[config.mk]
export PLATFORM = sky130hd
export DESIGN_NAME = mp_frame_ctrl
export DESIGN_NICKNAME = d
export VERILOG_FILES = /design/src/rtl/mp_pkg.sv /design/src/rtl/mp_pix_addr.sv /design/src/rtl/mp_frame_ctrl.sv
export SDC_FILE = /design/constraint.sdc
export NUM_CORES = 1
export LEC_CHECK = 0
export ABC_AREA = 1
export CELL_PAD_IN_SITES_DETAIL_PLACEMENT = 0
export CELL_PAD_IN_SITES_GLOBAL_PLACEMENT = 2
export CORE_AREA = 2 2 192 194
export DETAILED_ROUTE_END_ITERATION = 7
export DIE_AREA = 0 0 194 196
export HOLD_SLACK_MARGIN = 0.12
export PLACE_DENSITY_LB_ADDON = 0.1
export SLEW_MARGIN = 20
export SYNTH_ARGS = -nofsm -noshare
export SYNTH_HDL_FRONTEND = slang
export SYNTH_HIERARCHICAL = 1
export SYNTH_SLANG_ARGS = --single-unit
[constraint.sdc]
create_clock -name i_clk -period 2.6 [get_ports i_clk]
set_clock_uncertainty 0.15 [all_clocks]
set_input_delay 0.26 -clock i_clk [delete_from_list [all_inputs] [get_ports i_clk]]
set_output_delay 0.26 -clock i_clk [all_outputs]
set_load 0.01 [all_outputs]
[src/rtl/mp_pkg.sv]
// Shared types and helpers for the MotionPredict frame controller.
//   - mp_state_e       : controller FSM states
//   - NOT_FOUND        : predictor "no pixel" marker
//   - point_t / box_t  : packed {x, y} point and {up, down, left, right} result set
//   - WIDTH_DEF/HEIGHT_DEF : default frame geometry
//   - rgb565_to_rgb888 : colour expansion by replicating the top bits of each channel
package mp_pkg;

    typedef enum logic [2:0] {
        StIdle,
        StStart,
        StWaitReq,
        StIssue,
        StWaitData,
        StDeliver,
        StWaitRes
    } mp_state_e;

    localparam logic [10:0] NOT_FOUND = 11'd2023;

    localparam int unsigned WIDTH_DEF  = 640;
    localparam int unsigned HEIGHT_DEF = 480;

    typedef struct packed {
        logic [10:0] x;
        logic [10:0] y;
    } point_t;

    typedef struct packed {
        point_t up;
        point_t down;
        point_t left;
        point_t right;
    } box_t;

    function automatic logic [23:0] rgb565_to_rgb888(input logic [15:0] d);
        return {d[15:11], d[15:13], d[10:5], d[10:9], d[4:0], d[4:2]};
    endfunction

endpackage

[src/rtl/mp_pix_addr.sv]
// Registered pixel address generator: addr = BASE_ADDR + y*WIDTH + x.
// The multiply is unrolled into shifted adds of y for each set bit of WIDTH.
// Ports:
//   i_clk, i_rst   clock, synchronous active-high reset
//   i_load         capture a new coordinate this cycle
//   i_x, i_y       pixel coordinate
//   o_addr         20-bit SRAM word address, valid the cycle after i_load
module mp_pix_addr #(
    parameter int unsigned WIDTH     = 640,
    parameter logic [19:0] BASE_ADDR = 20'd0
) (
    input  logic        i_clk,
    input  logic        i_rst,
    input  logic        i_load,
    input  logic [10:0] i_x,
    input  logic [10:0] i_y,
    output logic [19:0] o_addr
);

    localparam logic [19:0] WidthV = 20'(WIDTH);

    logic [19:0] prod;
    logic [19:0] addr_d;
    logic [19:0] addr_q;

    always_comb begin
        prod = '0;
        for (int i = 0; i < 20; i++) begin
            if (WidthV[i]) begin
                prod = prod + ({9'd0, i_y} << i);
            end
        end
        addr_d = BASE_ADDR + prod + {9'd0, i_x};
    end

    always_ff @(posedge i_clk) begin
        if (i_rst) begin
            addr_q <= '0;
        end else if (i_load) begin
            addr_q <= addr_d;
        end
    end

    assign o_addr = addr_q;

endmodule

[src/rtl/mp_frame_ctrl.sv]
// MotionPredict frame controller. Starts one predictor pass per selected frame, serves each
// pixel request from the frame-buffer SRAM (the display reader always wins the read port),
// and latches the predictor's four extreme points plus a derived centre.
// Ports:
//   i_clk, i_rst                clock, synchronous active-high reset
//   i_enable, i_frame_done      pass gating and new-frame pulse
//   o_mp_start                  one-cycle start pulse to the predictor
//   i_mp_coord_valid/x/y        predictor pixel request
//   o_mp_valid, o_mp_r/g/b      pixel reply (colour zero when not valid)
//   i_mp_o_valid, i_up..i_right predictor result, packed {x, y}
//   i_disp_req                  display owns the SRAM this cycle
//   o_sram_rd/addr, i_sram_data SRAM read port (RGB565 data)
//   o_busy, o_res_valid, o_found, o_cx, o_cy, o_box, o_err  status and held result
module mp_frame_ctrl #(
    parameter int unsigned WIDTH     = mp_pkg::WIDTH_DEF,
    parameter int unsigned HEIGHT    = mp_pkg::HEIGHT_DEF,
    parameter logic [19:0] BASE_ADDR = 20'd0,
    parameter int unsigned RD_LAT    = 2,
    parameter int unsigned FRAME_DIV = 1,
    parameter int unsigned TIMEOUT   = 4096,
    parameter logic [10:0] NOT_FOUND = mp_pkg::NOT_FOUND
) (
    input  logic        i_clk,
    input  logic        i_rst,
    input  logic        i_enable,
    input  logic        i_frame_done,
    output logic        o_mp_start,
    input  logic        i_mp_coord_valid,
    input  logic [10:0] i_mp_x,
    input  logic [10:0] i_mp_y,
    output logic        o_mp_valid,
    output logic [7:0]  o_mp_r,
    output logic [7:0]  o_mp_g,
    output logic [7:0]  o_mp_b,
    input  logic        i_mp_o_valid,
    input  logic [21:0] i_up,
    input  logic [21:0] i_down,
    input  logic [21:0] i_left,
    input  logic [21:0] i_right,
    input  logic        i_disp_req,
    output logic        o_sram_rd,
    output logic [19:0] o_sram_addr,
    input  logic [15:0] i_sram_data,
    output logic        o_busy,
    output logic        o_res_valid,
    output logic        o_found,
    output logic [10:0] o_cx,
    output logic [10:0] o_cy,
    output logic [87:0] o_box,
    output logic        o_err
);

    import mp_pkg::*;

    // Whole frame must fit in the 20-bit SRAM address space.
    if (64'(BASE_ADDR) + 64'(WIDTH) * 64'(HEIGHT) > 64'd1048576) begin : g_geom_check
        $error("mp_frame_ctrl: frame does not fit in 20-bit address space");
    end

    localparam int unsigned TmoW = $clog2(TIMEOUT + 1);

    mp_state_e       state_q;
    logic [3:0]      div_q;
    logic [TmoW-1:0] tmo_q;
    logic [2:0]      lat_q;
    logic            mp_start_q;
    logic            mp_valid_q;
    logic [23:0]     rgb_q;
    logic            res_valid_q;
    logic            found_q;
    logic [10:0]     cx_q;
    logic [10:0]     cy_q;
    box_t            box_q;
    logic            err_q;

    box_t        box_d;
    logic        found_d;
    logic [11:0] sum_x;
    logic [11:0] sum_y;
    logic        addr_load;

    always_comb begin
        box_d   = box_t'({i_up, i_down, i_left, i_right});
        found_d = (box_d.left.x != NOT_FOUND) && (box_d.up.y != NOT_FOUND);
        sum_x   = {1'b0, box_d.left.x} + {1'b0, box_d.right.x};
        sum_y   = {1'b0, box_d.up.y} + {1'b0, box_d.down.y};
    end

    // The address register doubles as the x/y latch: it loads on the request cycle so the
    // address is already valid in the first ISSUE cycle.
    assign addr_load = (state_q == StWaitReq) && i_mp_coord_valid;

    mp_pix_addr #(
        .WIDTH     (WIDTH),
        .BASE_ADDR (BASE_ADDR)
    ) u_pix_addr (
        .i_clk  (i_clk),
        .i_rst  (i_rst),
        .i_load (addr_load),
        .i_x    (i_mp_x),
        .i_y    (i_mp_y),
        .o_addr (o_sram_addr)
    );

    always_ff @(posedge i_clk) begin
        if (i_rst) begin
            state_q     <= StIdle;
            div_q       <= '0;
            tmo_q       <= '0;
            lat_q       <= '0;
            mp_start_q  <= 1'b0;
            mp_valid_q  <= 1'b0;
            rgb_q       <= '0;
            res_valid_q <= 1'b0;
            found_q     <= 1'b0;
            cx_q        <= NOT_FOUND;
            cy_q        <= NOT_FOUND;
            box_q       <= '0;
            err_q       <= 1'b0;
        end else begin
            mp_start_q  <= 1'b0;
            mp_valid_q  <= 1'b0;
            rgb_q       <= '0;
            res_valid_q <= 1'b0;
            unique case (state_q)
                StIdle: begin
                    tmo_q <= '0;
                    if (i_enable && i_frame_done) begin
                        if (div_q == 4'(FRAME_DIV - 1)) begin
                            div_q      <= '0;
                            mp_start_q <= 1'b1;
                            state_q    <= StStart;
                        end else begin
                            div_q <= div_q + 4'd1;
                        end
                    end
                end
                StStart: begin
                    tmo_q   <= '0;
                    state_q <= StWaitReq;
                end
                StWaitReq: begin
                    if (i_mp_coord_valid) begin
                        tmo_q   <= '0;
                        state_q <= StIssue;
                    end else if (i_mp_o_valid) begin
                        box_q       <= box_d;
                        found_q     <= found_d;
                        cx_q        <= found_d ? sum_x[11:1] : NOT_FOUND;
                        cy_q        <= found_d ? sum_y[11:1] : NOT_FOUND;
                        res_valid_q <= 1'b1;
                        tmo_q       <= '0;
                        state_q     <= StIdle;
                    end else if (tmo_q == TmoW'(TIMEOUT - 1)) begin
                        err_q   <= 1'b1;
                        tmo_q   <= '0;
                        state_q <= StIdle;
                    end else begin
                        tmo_q <= tmo_q + 1'b1;
                    end
                end
                StIssue: begin
                    lat_q <= '0;
                    if (!i_disp_req) begin
                        state_q <= StWaitData;
                    end
                end
                StWaitData: begin
                    if (lat_q == 3'(RD_LAT - 1)) begin
                        mp_valid_q <= 1'b1;
                        rgb_q      <= rgb565_to_rgb888(i_sram_data);
                        state_q    <= StDeliver;
                    end else begin
                        lat_q <= lat_q + 3'd1;
                    end
                end
                StDeliver: begin
                    tmo_q   <= '0;
                    state_q <= StWaitReq;
                end
                default: begin
                    state_q <= StIdle;
                end
            endcase
        end
    end

    // Read strobe is combinational so it can never collide with a display cycle.
    assign o_sram_rd   = (state_q == StIssue) && !i_disp_req;
    assign o_busy      = (state_q != StIdle);
    assign o_mp_start  = mp_start_q;
    assign o_mp_valid  = mp_valid_q;
    assign o_mp_r      = rgb_q[23:16];
    assign o_mp_g      = rgb_q[15:8];
    assign o_mp_b      = rgb_q[7:0];
    assign o_res_valid = res_valid_q;
    assign o_found     = found_q;
    assign o_cx        = cx_q;
    assign o_cy        = cy_q;
    assign o_box       = box_q;
    assign o_err       = err_q;

endmodule

==> run_results.csv <==
group,metric,value,unit
floorplanning,die_x,194,µm
clocking,cts_resized,0,
power,powerDensity,616,nW/µm²
power,p_total,7.73,mW
final_layout,nFillCells,3890,
logic_synthesis,syn_area,8520,µm²
route,drtIter0Drc,314,
worst_setup_path,critPathTopFamily,"adder cells",
global_routing,grt_max_degree,89,
place,dp_worst_setup_slack,-0.122,ns
global_routing,grt-ovfl-total,0,
worst_setup_path,reg2reg_to,"tmo_q[9]$_SDFFE_PP0P_",
worst_setup_path,path_cells,"clkdlybuf4s50_1, inv_1, fa_1, inv_1, fa_1, nand2_1, nand3_1, nand3_1, a21o_2, nand3_1, nand2_1, inv_1",
clocking,cts_tree,"done",
route,routed_via_density,4.19,
place,gp_congestion,0.749,
route,first_pass_iters,4,
worst_setup_path,critPathLaunch,"i_mp_y[0]",
timing,hold_viol,0,
worst_setup_path,critPathLaunchType,"input port",
worst_setup_path,rr_worst_depth,12,
logic_synthesis,synth_commonest_cells,"nor2_1, nand2_1, dfxtp_1",
timing,fin_ws,0.338,ns
final_layout,fin_cells,1980,
worst_setup_path,slowest_stage,"fa_1",
worst_setup_path,crit_type,"input port to flop",
floorplanning,start_util,0.236,
clocking,cts_setup_buffers,0,
final_layout,drive_above_1_share,0.0549,
timing,rsz0062_at_grt,"no",
worst_setup_path,cpPeakStageDelay,0.50,ns
worst_setup_path,rrSetupSlack,0.67,ns
logic_synthesis,synthArstFlopShare,0,
final_layout,diodes,0,
power,ir_drop,482,µV
worst_setup_path,crit_path_end_kind,"flop",
global_routing,antenna_found_initial,0,
clocking,clk_latency,0.43,ns
clocking,clockBufferDepth,2,
timing,post-route-min-period,2.26,ns
logic_synthesis,syn_area_per_cell,6.99,µm²
logic_synthesis,synth_edf_count,0,
place,post-dp-hpwl,21900,µm
route,drc,0,
final_layout,fin_nets,1682,
clocking,cts_buffers,17,
logic_synthesis,synthTopCellsByArea,"dfxtp_1, nor2_1, nand2_1",
power,power_leakage,5.48,nW
logic_synthesis,synthCells,1219,
timing,setup-violations-final,0,
logic_synthesis,synth_top_area_share,0.409,
worst_setup_path,cp-endpoint,"u_pix_addr/o_addr[16]$_SDFFE_PP0P_",
route,ant_nets,0,
floorplanning,num_io_pins,294,
floorplanning,dieHeight,196,µm
floorplanning,core_area,36100,µm²
route,wl_per_cell,14.8,µm
logic_synthesis,ys_seq_elements,174,
logic_synthesis,synth_most_common_cell,"nor2_1",
clocking,cts_hold_buf,1,
final_layout,multi_input_area,4280,µm²
worst_setup_path,crit_required,2.79,ns
final_layout,area_delta_synth_final,47.2,%
place,place_area,12000,µm²
final_layout,ff_latch_area,3480,µm²
logic_synthesis,ys_types,38,
logic_synthesis,yosysTopAreaCell,"dfxtp_1",
timing,setup_tns,0,ns
route,vias,8301,
logic_synthesis,yosysSeqAreaShare,0.409,
timing,maxSlewHeadroom,0.642,
timing,clock.fmax,0.442,GHz
timing,final_max_slew_viol_count,0,
global_routing,grt_pass1_vias,8218,
timing,worstMarginPinSlew,0.536,ns
logic_synthesis,synth_flop_cell,"dfxtp_1",
run,drv_cap,0,
logic_synthesis,synth_warnings,6,
place,dp_cells,1947,
global_routing,grt_pass1_wl,46400,µm
timing,finalCritPeriodShare,0.870,
clocking,htreeDepth,4,
logic_synthesis,synth_nets,1402,
clocking,clkSlewWorstSetupHoldPaths,0.07,ns
floorplanning,fp-row-count,70,
status,outcome,"finished clean",
worst_setup_path,cp_num_cells,12,
final_layout,finalInstanceArea,12600,µm²
floorplanning,dieArea,38000,µm²
clocking,cts-root-buf,"clkbuf_16",
worst_setup_path,r2r-start,"tmo_q[0]$_SDFFE_PP0P_",
worst_setup_path,cp_max_fo,3,
place,port_buffers,293,
clocking,clock_sinks,174,
global_routing,grt_util_all_layers,0.155,
worst_setup_path,cp.arrival,2.45,ns
worst_setup_path,cp.buffers_inverters,4,
route,drt-total-wl,29300,µm
worst_hold_path,hold_path_class,"input port to flop",
==> power by group <==
| part | total, mW | internal, mW | switching (mW) |
|---|---|---|---|
| combinational | 2.11 | 0.975 | 1.13 |
| clock | 2.58 | 1.40 | 1.18 |
| sequential | 3.04 | 2.90 | 0.139 |
==> metrics by stage <==
stage | util | hold WS, ns
global route | 0.348 | 0.178
finish | 0.348 | 0.189
detailed placement | 0.332 | 0.305
floorplan | - | 0.195
global placement | 0.332 | 0.301
CTS | 0.348 | 0.150
==> sequential cells by signal (all words and copies together) (netlist names) <==
register	count
o_box	88
u_pix_addr/o_addr	20
rgb_q	16
tmo_q	13
o_cx	11
o_cy	11
div_q	4
lat_q	3
state_q	3
o_err	1
o_found	1
o_mp_start	1
o_mp_valid	1
o_res_valid	1
==> routing by layer <==
metal	wire, µm	track usage	vias to the layer above
met1	13700	0.198	3729
met3	1350	0.0395	11
met4	311	0.0429	0
met2	14000	0.258	151
met5	0	0	-
li1	-	-	4410
==> placed cells by master, fill, tap and decap left out, types with 6 or more instances in the layout <==
cell type and count:
nand3_1 60, clkdlybuf4s50_1 292, nand2_1 250, xnor2_1 6, inv_1 127, o21bai_1 6, a21oi_1 62, dfxtp_1 174
ha_1 45, or2_2 10, clkbuf_16 17, nand4_1 12, nor2_1 261, buf_4 15, o21ai_0 105, nor3_1 6
==> how the worst min path moves through the flow <==
stage	startpoint	to	cells past startpoint
final	i_sram_data[12]	rgb_q[20]$_SDFF_PP0_	3
after global routing	i_sram_data[1]	rgb_q[4]$_SDFF_PP0_	3
after CTS	i_sram_data[8]	rgb_q[13]$_SDFF_PP0_	3
after detailed placement	u_pix_addr/o_addr[2]$_SDFFE_PP0P_	u_pix_addr/o_addr[2]$_SDFFE_PP0P_	2
after global placement	u_pix_addr/o_addr[1]$_SDFFE_PP0P_	u_pix_addr/o_addr[1]$_SDFFE_PP0P_	2
after floorplan	i_rst	o_mp_valid$_SDFF_PP0_	1
==> area by class of cell <==
| cell class | instances | area share |
|---|---|---|
| Multi-Input combinational cell | 860 | 0.341 |
| Sequential cell | 174 | 0.278 |
| Timing Repair Buffer | 313 | 0.249 |
| Tap cell | 468 | 0.0467 |
| Inverter | 133 | 0.0400 |
| Clock buffer | 20 | 0.0372 |
| Clock inverter | 12 | 0.00867 |
==> kinds of logic after synthesis <==
family                     share of synthesized area
DFF                                            0.409
AOI/OAI and AO/OA                              0.114
and+or+nand+nor                                0.298
xor gates and xnor gates                      0.0113
buffers and inverters                         0.0901
adders and majority gates                     0.0778
==> worst reg2reg max path, cell delays in order, from the launching register on <==
cell     delay (ns)
dfxtp_1        0.38
ha_1           0.19
nand2_1        0.09
nor2_1         0.09
buf_4          0.13
nand3_1        0.15
nor2_1         0.19
nor2_1         0.06
buf_4          0.18
nand2_1        0.07
nand2_1        0.05
nand2_1        0.05
nor2_1         0.04
(Power assumes the default switching activity.)
